`config.mk`:
```
export PLATFORM = sky130hd
export DESIGN_NAME = mux_rr_arbiter_flat
export DESIGN_NICKNAME = d
export VERILOG_FILES = /design/src/rtl/mux_rr_arbiter_if.sv /design/src/rtl/mux_rr_arbiter.sv /design/src/flat_wrapper.sv
export SDC_FILE = /design/constraint.sdc
export NUM_CORES = 1
export LEC_CHECK = 0
export ABC_CLOCK_PERIOD_IN_PS = 5500
export BUFFER_PORTS_ARGS = -buffer_cell sky130_fd_sc_hd__buf_2
export CAP_MARGIN = 20
export CORE_ASPECT_RATIO = 2
export CORE_MARGIN = 2
export CORE_UTILIZATION = 40
export CTS_BUF_LIST = sky130_fd_sc_hd__clkbuf_4 sky130_fd_sc_hd__clkbuf_8
export DETAILED_ROUTE_END_ITERATION = 8
export MAX_ROUTING_LAYER = met4
export PLACE_DENSITY = 0.64
export SYNTH_ARGS = -nofsm -noshare
export SYNTH_HDL_FRONTEND = slang
export SYNTH_SLANG_ARGS = --single-unit
```
`constraint.sdc`:
```
create_clock -name clk -period 5.5 [get_ports clk]
set_input_delay 0.275 -clock clk [delete_from_list [all_inputs] [get_ports clk]]
set_output_delay 0.275 -clock clk [all_outputs]
set_load 0.005 [all_outputs]
```
`src/rtl/mux_rr_arbiter_if.sv`:
```
// mux_rr_arbiter_if: request/data inputs and handshake outputs of the round-robin mux arbiter
interface mux_rr_arbiter_if #(parameter int SIZE = 4, parameter int N = 3);
  logic [(1<<N)-1:0]      req;
  logic [SIZE*(1<<N)-1:0] in;
  logic                   out_ready;
  logic                   out_valid;
  logic [SIZE-1:0]        out_data;
  logic [N-1:0]           out_sel;
  logic [(1<<N)-1:0]      ack;
  modport master (input req, in, out_ready, output out_valid, out_data, out_sel, ack);
  modport slave (output req, in, out_ready, input out_valid, out_data, out_sel, ack);
endinterface

```
`src/rtl/mux_rr_arbiter.sv`:
```
// mux_rr_arbiter: round-robin arbiter sharing one SIZE-bit mux path among 2**N requesters
module mux_rr_arbiter #(
  parameter int SIZE = 4,
  parameter int N    = 3
) (
  input logic               clk,
  input logic               rst,
  mux_rr_arbiter_if.master  bus
);
  localparam int R = 1 << N;
  typedef enum logic {IDLE, HOLD} state_t;
  state_t          state_q;
  logic [N-1:0]    ptr_q, sel_q, start, win_d, idx;
  logic [SIZE-1:0] data_q;
  logic            valid_q, accept, any;
  assign accept = valid_q & bus.out_ready;
  assign any    = |bus.req;
  // On accept the search restarts just past the winner being retired.
  assign start  = (state_q == HOLD) ? sel_q + 1'b1 : ptr_q;
  always_comb begin
    win_d = start;
    idx   = start;
    for (int k = R - 1; k >= 0; k--) begin
      idx = start + N'(k);
      win_d = bus.req[idx] ? idx : win_d;
    end
  end
  assign bus.out_valid = valid_q;
  assign bus.out_data  = data_q;
  assign bus.out_sel   = sel_q;
  assign bus.ack       = accept ? (R)'(1) << sel_q : '0;
  always_ff @(posedge clk or posedge rst) begin
    if (rst) begin
      state_q <= IDLE;
      ptr_q   <= '0;
      sel_q   <= '0;
      data_q  <= '0;
      valid_q <= 1'b0;
    end else if (state_q == IDLE ? any : accept) begin
      if (state_q == HOLD) ptr_q <= sel_q + 1'b1;
      if (any) begin
        state_q <= HOLD;
        valid_q <= 1'b1;
        sel_q   <= win_d;
        data_q  <= bus.in[SIZE*win_d +: SIZE];
      end else begin
        state_q <= IDLE;
        valid_q <= 1'b0;
      end
    end
  end
endmodule

```
`src/flat_wrapper.sv`:
```
// flat-port wrapper written by rule: the top's interface ports become plain ports
module mux_rr_arbiter_flat 
#(
  parameter int SIZE = 4,
  parameter int N    = 3
)
  (clk, rst, bus_req, bus_in, bus_out_ready, bus_out_valid, bus_out_data, bus_out_sel, bus_ack);
  mux_rr_arbiter_if #(.SIZE(SIZE), .N(N)) bus_i ();
  input logic clk;
  input logic rst;
  input wire logic [$bits(bus_i.req)-1:0] bus_req;
  input wire logic [$bits(bus_i.in)-1:0] bus_in;
  input wire logic [$bits(bus_i.out_ready)-1:0] bus_out_ready;
  output wire logic [$bits(bus_i.out_valid)-1:0] bus_out_valid;
  output wire logic [$bits(bus_i.out_data)-1:0] bus_out_data;
  output wire logic [$bits(bus_i.out_sel)-1:0] bus_out_sel;
  output wire logic [$bits(bus_i.ack)-1:0] bus_ack;
  assign bus_i.req = bus_req;
  assign bus_i.in = bus_in;
  assign bus_i.out_ready = bus_out_ready;
  assign bus_out_valid = bus_i.out_valid;
  assign bus_out_data = bus_i.out_data;
  assign bus_out_sel = bus_i.out_sel;
  assign bus_ack = bus_i.ack;
  mux_rr_arbiter #(.SIZE(SIZE), .N(N)) u_core (.clk(clk), .rst(rst), .bus(bus_i));
endmodule
```
== Word-level counts from Yosys, hierarchy flattened ==
Cells that the tools add are included.
Operators by class
  add/subtract/negate cells: 8
  $lt $le $gt $ge: 8
  multiplexer cells: 28
  bitwise gates (word level): 1
  reduce and logical (&&, ||, !) cells: 2
  shift-type cells: 2
Operators by type and width (number)
  < comparator 3 x 4 -> 1 bit, second input constant: 8
  variable part select 32 x 6 -> 4 bit: 1
  two-way mux 3 bit: 9
  binary-select mux 1 bit (select 3 bit): 8
  adder 3 bit, second input constant: 4
  two-way mux 1 bit: 10
  two-way mux 8 bit: 1
  OR reduction 8 bit: 1
  left shift 1 x 3 -> 8 bit, first input constant: 1
  adder 3 x 1 -> 3 bit, second input constant: 2
  adder 3 x 2 -> 3 bit, second input constant: 2
  AND reduction 2 bit: 1
  AND 1 bit: 1
Word-level totals
  output and inout port bits: 16
  word-level logic and storage cells: 53
  register bits after elaboration: 11
  input port bits: 43

== Logic depth before layout (Yosys ltp) ==
Gate-level depths: netlist (run 1).
  depth after elaboration: 14
  gate-level depth with buffers: 18
  mapped depth without buffers: 15

== Worst setup path after synthesis (run 1) ==
Ideal clock, no wire load.
  path kind: register to register
  from: register u_core.sel_q[0] (netlist: u_core.bus.out_sel[0])
  to: register u_core.data_q[0] (netlist: u_core.bus.out_data[0])
  period minus slack after synthesis: 4.320 ns
  setup time: 0.121 ns
  required time: 5.379 ns
  arrival: 4.199 ns
  path buffers: 3
  path slack: 1.180 ns
  cell stages (with the launch flop): 19
  cell sequence: dfrtp_1 -> inv_1 -> ha_1 -> clkbuf_1 -> mux2_2 -> inv_2 -> ha_1 -> clkbuf_1 -> mux2i_1 -> nand3_1 -> and2_1 -> mux2_2 -> and2_1 -> a211o_1 -> a221oi_2 -> buf_4 -> mux2i_1 -> mux2i_1 -> a22o_1
On the way
  cells in the longest elaborated chain, start to end: 14
  elaborated cells between the ends (all ways): 34
  those cells by class: add/sub: 8; shift: 1; mux: 25
Ends and longest elaborated chain
  start, declared: RTL line mux_rr_arbiter.sv:13  | logic [N-1:0] ptr_q, sel_q, start, win_d, idx;
  start signal, assigned: RTL line mux_rr_arbiter.sv:44  | sel_q <= win_d;
  adder 3 x 1 -> 3 bit (*): RTL line mux_rr_arbiter.sv:19  | assign start = (state_q == HOLD) ? sel_q + 1'b1 : ptr_q;
  two-way mux 3 bit (*): RTL line mux_rr_arbiter.sv:19
  adder 3 bit: RTL line mux_rr_arbiter.sv:24  | idx = start + N'(k);
  binary-select mux 1 bit (select 3 bit): RTL line mux_rr_arbiter.sv:25  | win_d = bus.req[idx] ? idx : win_d;
  two-way mux 1 bit (not written as such): RTL line mux_rr_arbiter.sv:25
  two-way mux 3 bit (7 in series): RTL line mux_rr_arbiter.sv:25
  two-way mux 3 bit (*): RTL line mux_rr_arbiter.sv:25
  variable part select 32 x 6 -> 4 bit (*): RTL line mux_rr_arbiter.sv:45  | data_q <= bus.in[SIZE*win_d +: SIZE];
  end signal, assigned: RTL line mux_rr_arbiter.sv:45
  end, declared: RTL line mux_rr_arbiter.sv:14  | logic [SIZE-1:0] data_q;
Every way passes the cells marked *; elsewhere a longest branch is shown, timed or not. The select of a mux whose other input is x is not followed.
A chain may end at the register's enable or synchronous reset.

== Worst setup path after layout (run 1) ==
Ends and elaborated chain as after synthesis.

==> impl_results.md, run 1 <==
- Synthesis Warnings: 0
- CP Max Fanout: 14
- Most area-hungry cell type in the Yosys netlist: mux2i_1
- Resize count post-CTS: 0
- Global route total overflow: 0
- Vias per std cell: 6.07
- Post-CTS Setup Repair Bufs: 0
- Total Neg Setup Slack: 0 ns
- Ports: 59
- Crit. Startpoint: u_core.bus.out_sel[0]
- Via Count: 2,107
- Syn Std Cell Area: 2070 um2
- Pin count of the biggest net entering global routing: 20
- Register-to-register path setup slack: 0.64 ns
- Type of the most critical hold path: input pin to asynchronous set/reset pin
- Initial antenna violation count: 0
- Crit Path Category: flip-flop to flip-flop
- Share of cells above drive strength 1: 32.9%
- Syn_area_per_cell: 8.80 um2
- Worst-margin pin slew: 0.691 ns
- Diodes inserted: 0
- DIE AREA: 5790 um2
- Die height: 106 um
- H-tree Lvls: 1
- TritonRoute pass-1 iters: 4
- # fillers: 501
- Worst-Skew Late Latency: 0.24 ns
- Final net count: 341
- Clock Path Buffers: 2
- Post-synthesis sequential area ratio: 13.3%
- Number of synthesized flops with an enable pin: 0
- Cell area after placement: 2390 um2
- WL final: 5.80 mm
- FF-to-FF End: u_core.bus.out_data[0]
- First-pass GRT wire length: 9.28 mm
- R2R depth: 15
- Register bit total from synthesis: 11
- Worst Path Arrival: 4.98 ns
- Design area: 2430 um2
- Critical R2R Launch: u_core.bus.out_sel[0]
- Crit path launch type: flip-flop
- Final hold viol count: 0
- Status: finished clean
- DP HPWL: 4.65 mm
- RSZ-0062 raised after global routing: no
- Max frequency: 0.206 GHz
- Max-Cap Viols: 0
- Most frequent cell after synthesis: mux2i_1
- DR iter-0 viols: 79
- Residual DRC: 0
- Max-slew violations: 0
- Synth top area share: 14.5%
- Row Count: 37
- Tmin final: 4.86 ns
- Top FF cell, synth: dfrtp_1
- Fin crit share: 88.3%
- # port buffers: 58
- Clock slew at reported path FFs: 0.05 ns
- Final setup viols: 0
- Drt wl/cell: 16.7 um
- TritonCTS clock tree: yes
- Clock Sink Count: 11
- Number of global-route vias before repair: 1,944
- Largest cells by area after synthesis: mux2i_1 15%, dfrtp_1 13%, mux2_2 5.4%
- Non-Filler Instances: 347
- GRT Util Overall: 21.3%
- Crit path capture type: flip-flop
- Slew headroom: 53.8%
- Starting Density: 41.0%
- Final Skew: 0.00418 ns
- CTS Hold Bufs: 0
- Synth unique cells: 65
- Final ANT Viol Nets: 0
- Fraction of registers with async set/reset: 100%
- Mapped Cells: 235
- Root Driver: clkbuf_8
- Die width: 54.8 um
- CP required: 5.63 ns
- Worst slack at placement: 0.671 ns
- Synth top cells by count: 30 x mux2i_1, 28 x nand2_1, 15 x nand3_1, 14 x nor2_1, 12 x o21ai_0
- Core box area: 5050 um2
- Synthesis-to-finish area growth: 17.8%
- Final setup margin: 0.643 ns
- Post-placement cell count: 343
- Cts bufs inserted: 3
- GPL Wtd Cong: 0.989
- Syn_nets: 286
-- final cells by class --
class	count	area [um2]	area share, %
sequential	11	275	11.3
tap	58	72.6	2.98
clock buffer	4	48.8	2.00
multi-input combinational	207	1700	69.9
timing repair buffer	60	305	12.5
inverter	7	31.3	1.28
-- metal layers --
layer	wire length [um]	GRT usage, %	part of all wire (%)
met5	0	-	0
met1	2520	30.5	43
met4	10	2.32	0.17
met3	374	2.55	6.5
met2	2890	32.7	50
-- worst max path at each step --
stage | endpoint | slack, ns | depth (start not counted)
after global placement | u_core.bus.out_data[0] | 0.80 | 15
after detailed placement | u_core.bus.out_data[1] | 0.67 | 16
final | u_core.bus.out_data[0] | 0.64 | 15
after CTS | u_core.bus.out_data[1] | 0.66 | 16
after global routing | u_core.bus.out_data[1] | 0.40 | 16
after floorplan | u_core.bus.out_data[0] | 1.18 | 18
-- worst max-delay path: stages (launching register included) --
cell and delay [ns]:
dfrtp_1 0.56, inv_1 0.14, ha_1 0.47, mux2_2 0.42, inv_2 0.17, ha_1 0.53, mux2i_1 0.30, nand3_1 0.14
and2_1 0.20, mux2_2 0.32, nand2_1 0.15, a2111oi_4 0.11, nor3_4 0.62, mux2i_1 0.27, a22oi_1 0.10, a22o_1 0.23
-- kinds of logic (layout without fill, tap and decap cells) --
family | after synthesis | in the layout | synth area share, %
fa+ha+maj | 8 | 8 | 4.84
xor+xnor | 3 | 3 | 2.18
buf+inv | 17 | 71 | 4.36
compound gates | 57 | 57 | 22.9
simple gates | 92 | 92 | 24.2
flops | 11 | 11 | 13.3
mux | 47 | 47 | 28.1
-- layout by cell type, fill, tap and decap left out, types with 2 or more instances in the layout --
cell type	instances
or2_2	2
o211ai_2	2
clkbuf_8	3
a211o_1	3
o21ai_0	12
mux4_2	4
and3_1	4
mux4_1	3
mux2i_1	30
nor2_1	14
nand2_1	28
o31a_1	2
a21o_1	3
dfrtp_1	11
inv_1	5
a21oi_1	5
or4_1	2
o211ai_1	2
ha_1	8
nand4_1	5
nor2b_4	2
buf_4	2
buf_2	58
nor2b_1	2
and4_1	2
nand3_1	15
a22o_1	2
nand2b_1	3
and2_1	6
o32ai_1	2
o22ai_1	2
a22oi_1	3
mux2_2	10
-- sequential cells by signal, indices dropped and copies added (netlist names) --
name / cells
u_core.ptr_q: 3
u_core.bus.out_sel: 3
u_core.bus.out_valid: 1
u_core.bus.out_data: 4
-- through the flow --
stage | hold slack, ns | util [%]
floorplan | 0.127 | -
global placement | 0.295 | 47.3
detailed placement | 0.300 | 47.3
CTS | 0.0417 | 48.3
global route | 0.0574 | 48.3
finish | 0.0311 | 48.3
Power of run 1 is not shown: default switching activity piles up to over one toggle a cycle in this logic, so the estimate is an artifact.
==> run 2, diff against run 1 <==
--- a/config.mk
+++ b/config.mk
@@ -9,12 +9,13 @@
 export BUFFER_PORTS_ARGS = -buffer_cell sky130_fd_sc_hd__buf_2
 export CAP_MARGIN = 20
 export CORE_ASPECT_RATIO = 2
-export CORE_MARGIN = 2
-export CORE_UTILIZATION = 40
+export CORE_MARGIN = 3
+export CORE_UTILIZATION = 45
 export CTS_BUF_LIST = sky130_fd_sc_hd__clkbuf_4 sky130_fd_sc_hd__clkbuf_8
 export DETAILED_ROUTE_END_ITERATION = 8
+export GPL_TIMING_DRIVEN = 0
 export MAX_ROUTING_LAYER = met4
-export PLACE_DENSITY = 0.64
+export PLACE_DENSITY = 0.71
 export SYNTH_ARGS = -nofsm -noshare
 export SYNTH_HDL_FRONTEND = slang
 export SYNTH_SLANG_ARGS = --single-unit
==> impl_results.md, run 2 (synthesized netlist as in run 1, its figures left out) <==
- Pin count of the biggest net entering global routing: 12 (-40%)
- TritonCTS clock tree: yes
- Crit path capture type: flip-flop
- GRT Util Overall: 25.8% (+4.5 points)
- Via Count: 2,187 (+3.8%)
- Area of the multi-input gates: 1700 um2 (unchanged)
- Tmin final: 5.19 ns (+0.332 ns)
- Diodes inserted: 0 (unchanged)
- Clock Sink Count: 11 (unchanged)
- First-pass GRT wire length: 10.4 mm (+12%)
- # fillers: 450 (-10%)
- Clock slew at reported path FFs: 0.05 ns (about the same)
- Largest register FFs: 4 (unchanged)
- Number of global-route vias before repair: 2,227 (+15%)
- GPL Wtd Cong: 0.978 (-1.1%)
- WL final: 6.50 mm (+12%)
- Resize count post-CTS: 0 (unchanged)
- H-tree Lvls: 1 (unchanged)
- # port buffers: 58 (unchanged)
- Hold_ws: 0.0149 ns (-0.0162 ns)
- Global route total overflow: 0 (unchanged)
- Row Count: 34 (-8.1%)
- Slew headroom: 55.5% (+1.7 points)
- Status: finished clean
- Die height: 102 um (-3.6%)
- Fin crit share: 94.3% (+6.0 points)
- Synthesis-to-finish area growth: 19.9%
- RSZ-0062 raised after global routing: no
- Met3 Usage GRT: 2.04% (-0.51 points)
- Vias per std cell: 6.21 (+2.3%)
- Starting Density: 47.2% (+6.2 points)
- Type of the most critical hold path: input pin to asynchronous set/reset pin
- Final hold viol count: 0 (unchanged)
- Final ANT Viol Nets: 0 (unchanged)
- Drt wl/cell: 18.5 um (+11%)
- Final net count: 350 (+2.6%)
- Max-slew violations: 0 (unchanged)
- Root Driver: clkbuf_8
- Cts bufs inserted: 3 (unchanged)
- Worst-Skew Late Latency: 0.24 ns (about the same)
- Crit path launch type: flip-flop
- GRT met1 Usage: 24.1% (-6.4 points)
- Share of cells above drive strength 1: 33.6% (+0.69 points)
- Worst Path Arrival: 5.32 ns (+0.34 ns)
- Final setup viols: 0 (unchanged)
- CTS Hold Bufs: 0 (unchanged)
- CP required: 5.63 ns (about the same)
- Commonest non-fill, non-tap cell in the layout: buf_2
- Final setup margin: 0.311 ns (-0.332 ns)
- FF/Latch Area: 275 um2 (unchanged)
- CP Max Fanout: 10 (-4)
- Most frequent cells in the layout: 61 x buf_2, 30 x mux2i_1, 28 x nand2_1
- Total Neg Setup Slack: 0 ns (unchanged)
- Post-placement cell count: 347 (+1.2%)
- GRT busiest layer: met2
- DIE AREA: 5490 um2 (-5.2%)
- Ports: 59 (unchanged)
- Worst-margin pin slew: 0.660 ns (-0.0306 ns)
- Non-Filler Instances: 352 (+1.4%)
- Worst slack at placement: 0.322 ns (-0.349 ns)
- DR iter-0 viols: 59 (-25%)
- Die width: 53.9 um (-1.7%)
- Max-Cap Viols: 0 (unchanged)
- Final Skew: 0.00187 ns (-0.00231 ns)
- Clock Path Buffers: 2 (unchanged)
- Initial antenna violation count: 0 (unchanged)
- Crit Path Category: flip-flop to flip-flop
- Max frequency: 0.193 GHz (-6.4%)
- Met2 usage: 48.3% (+16 points)
- DP HPWL: 5.48 mm (+18%)
- Core box area: 4380 um2 (-13%)
- Post-CTS Setup Repair Bufs: 0 (unchanged)
- Residual DRC: 0 (unchanged)
- TritonRoute pass-1 iters: 4 (unchanged)
-- run 2: metrics by stage --
stage	area [um2]	util (%)
after CTS	2470	56.5
after global routing	2480	56.6
after detailed placement	2420	55.3
after floorplan	2070	-
after global placement	2420	55.3
final	2480	56.6
-- run 2: worst paths after layout --
| check | start | end | slack [ns] | cells past startpoint |
|---|---|---|---|---|
| min | rst | u_core.bus.out_data[1] | 0.01 | 2 |
| max in group asynchronous | rst | u_core.ptr_q[0] | 5.19 | 2 |
| min in group clk | bus_out_ready | u_core.bus.out_valid | 0.44 | 3 |
| min reg2reg | u_core.bus.out_data[3] | u_core.bus.out_data[3] | 0.48 | 2 |
| max reg2reg | u_core.bus.out_sel[0] | u_core.bus.out_data[1] | 0.31 | 18 |
| max | u_core.bus.out_sel[0] | u_core.bus.out_data[1] | 0.31 | 18 |
-- run 2: area by class of cell --
cell class | instances | share of cell area [%]
Sequential cell | 11 | 11.1
Clock buffer | 4 | 1.97
Buffer | 10 | 2.37
Inverter | 7 | 1.26
Multi-Input combinational cell | 207 | 68.7
Tap cell | 54 | 2.73
Timing Repair Buffer | 59 | 11.9
-- run 2: worst max-delay path, cell delays in order, from the launching register on --
cell,delay (ns)
dfrtp_1,0.59
inv_1,0.15
ha_1,0.31
clkbuf_1,0.34
mux2_2,0.31
inv_2,0.12
ha_1,0.29
clkbuf_1,0.42
mux2i_1,0.36
nand3_1,0.14
and2_1,0.21
mux2_2,0.32
and2_1,0.17
a211o_1,0.23
a221oi_2,0.36
buf_4,0.28
mux2i_1,0.20
mux2i_1,0.09
a22o_1,0.18
-- run 2: routing by layer --
layer / up-vias / wire length [um]
met2: 64 / 3800
met1: 1043 / 2120
li1: 1051 / -
met5: - / 0
met3: 29 / 182
met4: 0 / 397
Power of run 2 is left out for the same reason.
